==> src/rtl/alu_uart_frame_ctrl_if.sv <==
// alu_uart_frame_ctrl_if
//   Bundles the UART FIFO handshake and the ALU operand/result bus that
//   surround the frame controller.
//   master modport: the frame controller (pops RX, pushes TX, drives ALU inputs)
//   slave modport : the environment (RX/TX FIFOs and the ALU)
//   Signals:
//     r_data   RX FIFO head byte (first-word-fall-through)
//     rx_empty RX FIFO empty flag
//     rd_uart  RX pop strobe
//     w_data   TX FIFO write byte
//     tx_full  TX FIFO full flag
//     wr_uart  TX push strobe
//     op_code  ALU opcode
//     data_a   ALU operand A
//     data_b   ALU operand B
//     result   ALU result, combinational from op_code/data_a/data_b
interface alu_uart_frame_ctrl_if #(
  parameter int DBIT   = 8,
  parameter int NB_OP  = 6,
  parameter int NB_AB  = 16,
  parameter int NB_RES = 16
);
  logic [DBIT-1:0]   r_data;
  logic              rx_empty;
  logic              rd_uart;
  logic [DBIT-1:0]   w_data;
  logic              tx_full;
  logic              wr_uart;
  logic [NB_OP-1:0]  op_code;
  logic [NB_AB-1:0]  data_a;
  logic [NB_AB-1:0]  data_b;
  logic [NB_RES-1:0] result;

  modport master (
    input  r_data, rx_empty, tx_full, result,
    output rd_uart, w_data, wr_uart, op_code, data_a, data_b
  );

  modport slave (
    output r_data, rx_empty, tx_full, result,
    input  rd_uart, w_data, wr_uart, op_code, data_a, data_b
  );
endinterface

==> src/rtl/alu_uart_frame_ctrl.sv <==
// alu_uart_frame_ctrl
//   Frame controller between the UART RX/TX FIFOs and an ALU. Receives an
//   opcode byte followed by operands A and B (LSB byte first), commits them to
//   the ALU in a single cycle, captures the result one cycle later and streams
//   it to the TX FIFO LSB byte first, honouring tx_full back-pressure.
//   An inter-byte idle timeout inside a frame aborts the frame.
//   Ports:
//     clk         system clock
//     reset       asynchronous, active-high reset
//     bus         FIFO + ALU bundle (master side)
//     busy        high whenever a frame is in progress
//     timeout_err one-cycle pulse when a frame is aborted by the timeout
//     frame_cnt   completed frames, wraps modulo 2^NB_CNT
module alu_uart_frame_ctrl #(
  parameter int DBIT        = 8,
  parameter int NB_OP       = 6,
  parameter int NB_AB       = 16,
  parameter int NB_RES      = 16,
  parameter int TIMEOUT_CYC = 100000,
  parameter int NB_CNT      = 16
) (
  input  logic                  clk,
  input  logic                  reset,
  alu_uart_frame_ctrl_if.master bus,
  output logic                  busy,
  output logic                  timeout_err,
  output logic [NB_CNT-1:0]     frame_cnt
);

  localparam int NBY_AB   = NB_AB / DBIT;
  localparam int NBY_RES  = NB_RES / DBIT;
  localparam int NBY_MAX  = (NBY_AB > NBY_RES) ? NBY_AB : NBY_RES;
  localparam int CW       = (NBY_MAX > 1) ? $clog2(NBY_MAX) : 1;
  localparam int TW       = (TIMEOUT_CYC > 1) ? $clog2(TIMEOUT_CYC) : 1;
  localparam int TMO_LAST = (TIMEOUT_CYC > 0) ? TIMEOUT_CYC - 1 : 0;

  localparam logic [CW-1:0] AB_LAST  = CW'(NBY_AB - 1);
  localparam logic [CW-1:0] RES_LAST = CW'(NBY_RES - 1);
  localparam logic [TW-1:0] TMO_END  = TW'(TMO_LAST);

  typedef enum logic [2:0] {RX_OP, RX_A, RX_B, COMMIT, EXEC, TX} state_e;

  state_e             state_q, state_d;
  logic [CW-1:0]      cnt_q, cnt_d;
  logic [TW-1:0]      tmo_q, tmo_d;
  logic               rd_q, rd_d;
  logic               tmo_err_q, tmo_err_d;
  logic [NB_OP-1:0]   op_sh_q, op_sh_d;
  logic [NB_AB-1:0]   a_sh_q, a_sh_d;
  logic [NB_AB-1:0]   b_sh_q, b_sh_d;
  logic [NB_RES-1:0]  res_q, res_d;
  logic [NB_OP-1:0]   op_q, op_d;
  logic [NB_AB-1:0]   a_q, a_d;
  logic [NB_AB-1:0]   b_q, b_d;
  logic [NB_CNT-1:0]  frame_cnt_q, frame_cnt_d;
  logic               wr_s;
  logic [DBIT-1:0]    w_data_s;

  always_ff @(posedge clk or posedge reset) begin
    if (reset) begin
      state_q     <= RX_OP;
      cnt_q       <= '0;
      tmo_q       <= '0;
      rd_q        <= 1'b0;
      tmo_err_q   <= 1'b0;
      op_sh_q     <= '0;
      a_sh_q      <= '0;
      b_sh_q      <= '0;
      res_q       <= '0;
      op_q        <= '0;
      a_q         <= '0;
      b_q         <= '0;
      frame_cnt_q <= '0;
    end else begin
      state_q     <= state_d;
      cnt_q       <= cnt_d;
      tmo_q       <= tmo_d;
      rd_q        <= rd_d;
      tmo_err_q   <= tmo_err_d;
      op_sh_q     <= op_sh_d;
      a_sh_q      <= a_sh_d;
      b_sh_q      <= b_sh_d;
      res_q       <= res_d;
      op_q        <= op_d;
      a_q         <= a_d;
      b_q         <= b_d;
      frame_cnt_q <= frame_cnt_d;
    end
  end

  always_comb begin
    state_d     = state_q;
    cnt_d       = cnt_q;
    tmo_d       = tmo_q;
    tmo_err_d   = 1'b0;
    op_sh_d     = op_sh_q;
    a_sh_d      = a_sh_q;
    b_sh_d      = b_sh_q;
    res_d       = res_q;
    op_d        = op_q;
    a_d         = a_q;
    b_d         = b_q;
    frame_cnt_d = frame_cnt_q;
    wr_s        = 1'b0;
    w_data_s    = '0;

    case (state_q)
      RX_OP: begin
        if (rd_q) begin
          op_sh_d = bus.r_data[NB_OP-1:0];
          cnt_d   = '0;
          tmo_d   = '0;
          state_d = RX_A;
        end
      end

      RX_A, RX_B: begin
        // A pop always wins over the timeout and restarts the idle count.
        if (rd_q) begin
          if (state_q == RX_A) a_sh_d[32'(cnt_q)*DBIT +: DBIT] = bus.r_data;
          else                 b_sh_d[32'(cnt_q)*DBIT +: DBIT] = bus.r_data;
          tmo_d = '0;
          if (cnt_q == AB_LAST) begin
            cnt_d   = '0;
            state_d = (state_q == RX_A) ? RX_B : COMMIT;
          end else begin
            cnt_d = cnt_q + 1'b1;
          end
        end else if ((TIMEOUT_CYC != 0) && bus.rx_empty) begin
          if (tmo_q == TMO_END) begin
            tmo_d     = '0;
            tmo_err_d = 1'b1;
            cnt_d     = '0;
            op_sh_d   = '0;
            a_sh_d    = '0;
            b_sh_d    = '0;
            state_d   = RX_OP;
          end else begin
            tmo_d = tmo_q + 1'b1;
          end
        end
      end

      // The only place the ALU inputs ever change.
      COMMIT: begin
        op_d    = op_sh_q;
        a_d     = a_sh_q;
        b_d     = b_sh_q;
        state_d = EXEC;
      end

      EXEC: begin
        res_d   = bus.result;
        state_d = TX;
      end

      TX: begin
        w_data_s = res_q[32'(cnt_q)*DBIT +: DBIT];
        if (!bus.tx_full) begin
          wr_s = 1'b1;
          if (cnt_q == RES_LAST) begin
            cnt_d       = '0;
            frame_cnt_d = frame_cnt_q + 1'b1;
            state_d     = RX_OP;
          end else begin
            cnt_d = cnt_q + 1'b1;
          end
        end
      end

      default: state_d = RX_OP;
    endcase

    // The pop strobe is registered, so the decision looks at where the FSM
    // will be next cycle; this lets RX_OP pop right after the final TX push.
    // Skipping the cycle of an active pop keeps pops at most one per two
    // cycles, giving the FIFO time to update rx_empty.
    rd_d = !rd_q && !bus.rx_empty && (state_d inside {RX_OP, RX_A, RX_B});
  end

  assign bus.rd_uart = rd_q;
  assign bus.wr_uart = wr_s;
  assign bus.w_data  = w_data_s;
  assign bus.op_code = op_q;
  assign bus.data_a  = a_q;
  assign bus.data_b  = b_q;
  assign busy        = (state_q != RX_OP) || (cnt_q != '0);
  assign timeout_err = tmo_err_q;
  assign frame_cnt   = frame_cnt_q;

endmodule

==> src/flat_wrapper.sv <==
// flat-port wrapper written by rule: the top's interface ports become plain ports
module alu_uart_frame_ctrl_flat 
#(
  parameter int DBIT        = 8,
  parameter int NB_OP       = 6,
  parameter int NB_AB       = 16,
  parameter int NB_RES      = 16,
  parameter int TIMEOUT_CYC = 100000,
  parameter int NB_CNT      = 16
)
  (clk, reset, busy, timeout_err, frame_cnt, bus_r_data, bus_rx_empty, bus_tx_full, bus_result, bus_rd_uart, bus_w_data, bus_wr_uart, bus_op_code, bus_data_a, bus_data_b);
  alu_uart_frame_ctrl_if #(.DBIT(DBIT), .NB_OP(NB_OP), .NB_AB(NB_AB), .NB_RES(NB_RES)) bus_i ();
  input  logic clk;
  input  logic reset;
  output logic busy;
  output logic timeout_err;
  output logic [NB_CNT-1:0] frame_cnt;
  input wire logic [$bits(bus_i.r_data)-1:0] bus_r_data;
  input wire logic [$bits(bus_i.rx_empty)-1:0] bus_rx_empty;
  input wire logic [$bits(bus_i.tx_full)-1:0] bus_tx_full;
  input wire logic [$bits(bus_i.result)-1:0] bus_result;
  output wire logic [$bits(bus_i.rd_uart)-1:0] bus_rd_uart;
  output wire logic [$bits(bus_i.w_data)-1:0] bus_w_data;
  output wire logic [$bits(bus_i.wr_uart)-1:0] bus_wr_uart;
  output wire logic [$bits(bus_i.op_code)-1:0] bus_op_code;
  output wire logic [$bits(bus_i.data_a)-1:0] bus_data_a;
  output wire logic [$bits(bus_i.data_b)-1:0] bus_data_b;
  assign bus_i.r_data = bus_r_data;
  assign bus_i.rx_empty = bus_rx_empty;
  assign bus_i.tx_full = bus_tx_full;
  assign bus_i.result = bus_result;
  assign bus_rd_uart = bus_i.rd_uart;
  assign bus_w_data = bus_i.w_data;
  assign bus_wr_uart = bus_i.wr_uart;
  assign bus_op_code = bus_i.op_code;
  assign bus_data_a = bus_i.data_a;
  assign bus_data_b = bus_i.data_b;
  alu_uart_frame_ctrl #(.DBIT(DBIT), .NB_OP(NB_OP), .NB_AB(NB_AB), .NB_RES(NB_RES), .TIMEOUT_CYC(TIMEOUT_CYC), .NB_CNT(NB_CNT)) u_core (.clk(clk), .reset(reset), .bus(bus_i), .busy(busy), .timeout_err(timeout_err), .frame_cnt(frame_cnt));
endmodule
==> config.mk <==
export PLATFORM = sky130hd
export DESIGN_NAME = alu_uart_frame_ctrl_flat
export DESIGN_NICKNAME = d
export VERILOG_FILES = /design/src/rtl/alu_uart_frame_ctrl_if.sv /design/src/rtl/alu_uart_frame_ctrl.sv /design/src/flat_wrapper.sv
export SDC_FILE = /design/constraint.sdc
export NUM_CORES = 1
export LEC_CHECK = 0
export BUFFER_PORTS_ARGS = -buffer_cell sky130_fd_sc_hd__buf_2
export CAP_MARGIN = 5
export CORE_ASPECT_RATIO = 1.4
export CORE_MARGIN = 2
export CORE_UTILIZATION = 56
export DETAILED_ROUTE_END_ITERATION = 10
export PLACE_DENSITY_LB_ADDON = 0.3
export SLEW_MARGIN = 20
export SYNTH_ARGS = -nofsm -noshare
export SYNTH_HDL_FRONTEND = slang
export SYNTH_SLANG_ARGS = --single-unit
==> constraint.sdc <==
create_clock -name clk -period 4.5 [get_ports clk]
set_input_delay 0.675 -clock clk [delete_from_list [all_inputs] [get_ports clk]]
set_output_delay 0.675 -clock clk [all_outputs]
set_load 0.05 [all_outputs]
==> qor.txt <==
Final hold viol count -> 0
Via count -> 4267
Setup TNS -> 0 ns
Reg clk slew, reported paths -> 0.05 ns
Tcrit/Tclk final -> 59.0%
Number of global-route vias before repair -> 4297
Syn_nets -> 496
Min Tclk post-route -> 2.65 ns
Number of synthesized register bits -> 131
Max_cap viols -> 0
CP bufs+invs -> 1
Number of antenna violations at the first check in global routing -> 0
Ys Warns -> 0
Die ar. -> 11000 sq um
Commonest cells after routing, fill and taps aside -> dfrtp_1 (131), buf_2 (93), mux2_2 (55), a22o_1 (31), nand2_1 (24)
Fin util -> 69.2%
Crit path launch type -> flip-flop
Largest net degree at the start of global routing -> 72
# clock sinks -> 131
Number of antenna diodes -> 0
Effective utilization at floorplan -> 57.6%
Number of synthesized flops with an enable pin -> 0
Congestion Overflow GR -> 0
Comb power frac -> 36.2%
DR WL/cell -> 18.5 microns
Max-slew violation count -> 0
Critical Path Sink Type -> output port
Final nets -> 586
Crit path required time -> 3.83 ns
Crit Path Class -> flip-flop to output port
DRC violations left -> 0
H-tree depth -> 4
DP HPWL -> 8980 microns
Final ANT Viol Nets -> 0
Floorplan core area -> 9900 sq um
Fill cell total of the finished layout -> 728
Final wirelength -> 13000 microns
Slew headroom -> 35.7%
Worst vdd ir -> 0.000509 V
Cell area power density -> 740 nW/um^2
Internal power -> 3060 uW
CTS tree -> done
Primary FF master, synth -> dfrtp_1
Vias per inst -> 6.06
Top layer in use -> met4
Flop pwr share -> 37.4%
Leak -> 0.00337 uW
Hold WS -> 0.446 ns
Hold WC Path Type -> input port to asynchronous set/reset pin
Critical path arrival -> 1.98 ns
First-pass GRT wire length -> 21200 microns
Critical path's largest stage delay -> 0.58 ns
Total design power -> 5070 uW
Initial DRC count -> 370
Row Count -> 43
Synthesized area -> 5700 sq um
PortBufs -> 93
WL met1 -> 5150 microns
Synth-to-Final Area Change -> 20.1%
Status -> finished, final reports clean
Peak fanout along the critical path -> 14
Avg Cell Area, Syn -> 12.2 sq um
Die Height -> 123 microns
Final clock skew -> 0.0134 ns
GRT Util Overall -> 25.4%
I/O pin total -> 94
Switching share of power -> 39.6%
Post_cts resized -> 0
Post-CTS Setup Repair Bufs -> 0
Dpl cells -> 672
Clock Power Share -> 26.4%
Number of buffers created by CTS -> 17
RSZ-0062 raised after global routing -> no
Non-filler cells, final -> 704
Setup-failing EPs final -> 0
Die width -> 89.3 microns
CP delay by family, top -> simple AND/OR/NAND/NOR gates
Commonest non-fill, non-tap cell in the layout -> dfrtp_1
Critical path cell sequence -> nand3b_1 -> nor2_1 -> buf_2
GP Congestion -> 0.842
Register area share after synthesis -> 57.5%
Fraction of registers with async set/reset -> 100%
Drt pass-1 iters -> 7
Fmax -> 0.377 GHz
Clock Latency Late Sink -> 0.41 ns
Cells after Synth -> 466
Clk buf depth -> 2
Layout cells sized above 1 -> 33.9%
Sw power -> 2000 uW
Slowest cell on the critical path -> dfrtp_1
Routed wl met2 -> 6660 microns
Slew at the pin with the worst max-slew slack -> 0.964 ns
Cts hold-fix bufs -> 0
Root buffer cell -> clkbuf_16
Synth cell types -> 50
Met3 routed WL -> 766 microns
[registers in the layout, summed over array words and instances (netlist names), 3 cells and up]
signal	flops
u_core.frame_cnt	16
u_core.a_sh_q	16
u_core.res_q	16
u_core.bus.data_b	16
u_core.op_sh_q	6
u_core.bus.data_a	16
u_core.bus.op_code	6
u_core.tmo_q	17
u_core.state_q	3
u_core.b_sh_q	16
[final cells by class]
| class | instances | area, sq um | share of cell area (%) |
|---|---|---|---|
| flip-flops and latches | 131 | 3280 | 47.9 |
| repair buffers | 95 | 480 | 7.01 |
| multi-input cells | 300 | 2290 | 33.5 |
| well taps | 135 | 169 | 2.47 |
| clock inverters | 8 | 73.8 | 1.08 |
| clock buffers | 24 | 512 | 7.47 |
| inverters | 11 | 43.8 | 0.639 |
[worst paths after layout]
kind	to	slack, ns	start	depth (start not counted)
worst max-delay path	bus_w_data[7]	1.85	u_core.state_q[2]	3
worst min-delay path	u_core.res_q[12]	0.45	reset	2
worst max register to register	u_core.tmo_q[11]	2.07	u_core.tmo_q[6]	4
worst min register to register	u_core.frame_cnt[15]	0.46	u_core.frame_cnt[15]	1
max in group asynchronous	u_core.bus.op_code[2]	3.06	reset	3
min in group clk	u_core.frame_cnt[15]	0.46	u_core.frame_cnt[15]	1
[kinds of logic (layout without fill, tap and decap cells)]
| group | after synthesis | in the layout | share of synthesized area (%) |
|---|---|---|---|
| AND/OR/NAND/NOR | 122 | 122 | 11.9 |
| buffers and inverters | 35 | 138 | 2.48 |
| multiplexers | 63 | 63 | 12.3 |
| AO/OA/AOI/OAI | 98 | 98 | 13.1 |
| flip-flops | 131 | 131 | 57.5 |
| XOR/XNOR | 15 | 15 | 2.30 |
| adder cells (fa/ha/maj) | 2 | 2 | 0.439 |
[cells in the mapped netlist, drive strengths merged (2+ instances only)]
master / count / area [sq um]
o31ai: 4 / 30.0
nand4: 6 / 37.5
o22ai: 6 / 37.5
inv: 11 / 41.3
mux2i: 8 / 80.1
o21ai: 9 / 45.0
xor2: 8 / 70.1
and3: 10 / 62.6
nor3: 6 / 30.0
mux2: 55 / 619
a22o: 31 / 272
nand4b: 2 / 17.5
o41ai: 2 / 36.3
dfrtp: 131 / 3280
nand3: 21 / 125
ha: 2 / 25.0
a41oi: 2 / 17.5
nand2: 24 / 90.1
clkbuf: 19 / 71.3
o21a: 3 / 22.5
o2bb2ai: 8 / 70.1
or4: 7 / 56.3
and4: 6 / 52.6
buf: 5 / 28.8
nor2: 21 / 78.8
nand2b: 6 / 37.5
a21oi: 12 / 60.1
nor2b: 3 / 18.8
and2: 4 / 25.0
xnor2: 7 / 61.3
nand3b: 2 / 15.0
a31oi: 13 / 81.3
[per-stage QoR]
stage | setup WS (ns) | instance area [sq um]
final | 1.85 | 6850
after global routing | 1.71 | 6850
after CTS | 1.85 | 6850
after detailed placement | 1.98 | 6260
after global placement | 2.08 | 6260
after floorplan | 0.327 | 5700
[power by group through the flow]
stage	registers (uW)	logic (uW)	clock network, uW
floorplan	2310	970	0
global placement	1880	1780	0
detailed placement	1900	1830	0
CTS	1890	1840	1350
global route	1950	1960	1400
finish	1900	1830	1340
[metal layers]
layer,track usage [%],up-vias
met3,6.48,40
met1,31.3,2139
met5,0,-
li1,-,1909
met2,41.4,179
met4,12.2,0
No activity file was read; power rests on OpenSTA's default activity.
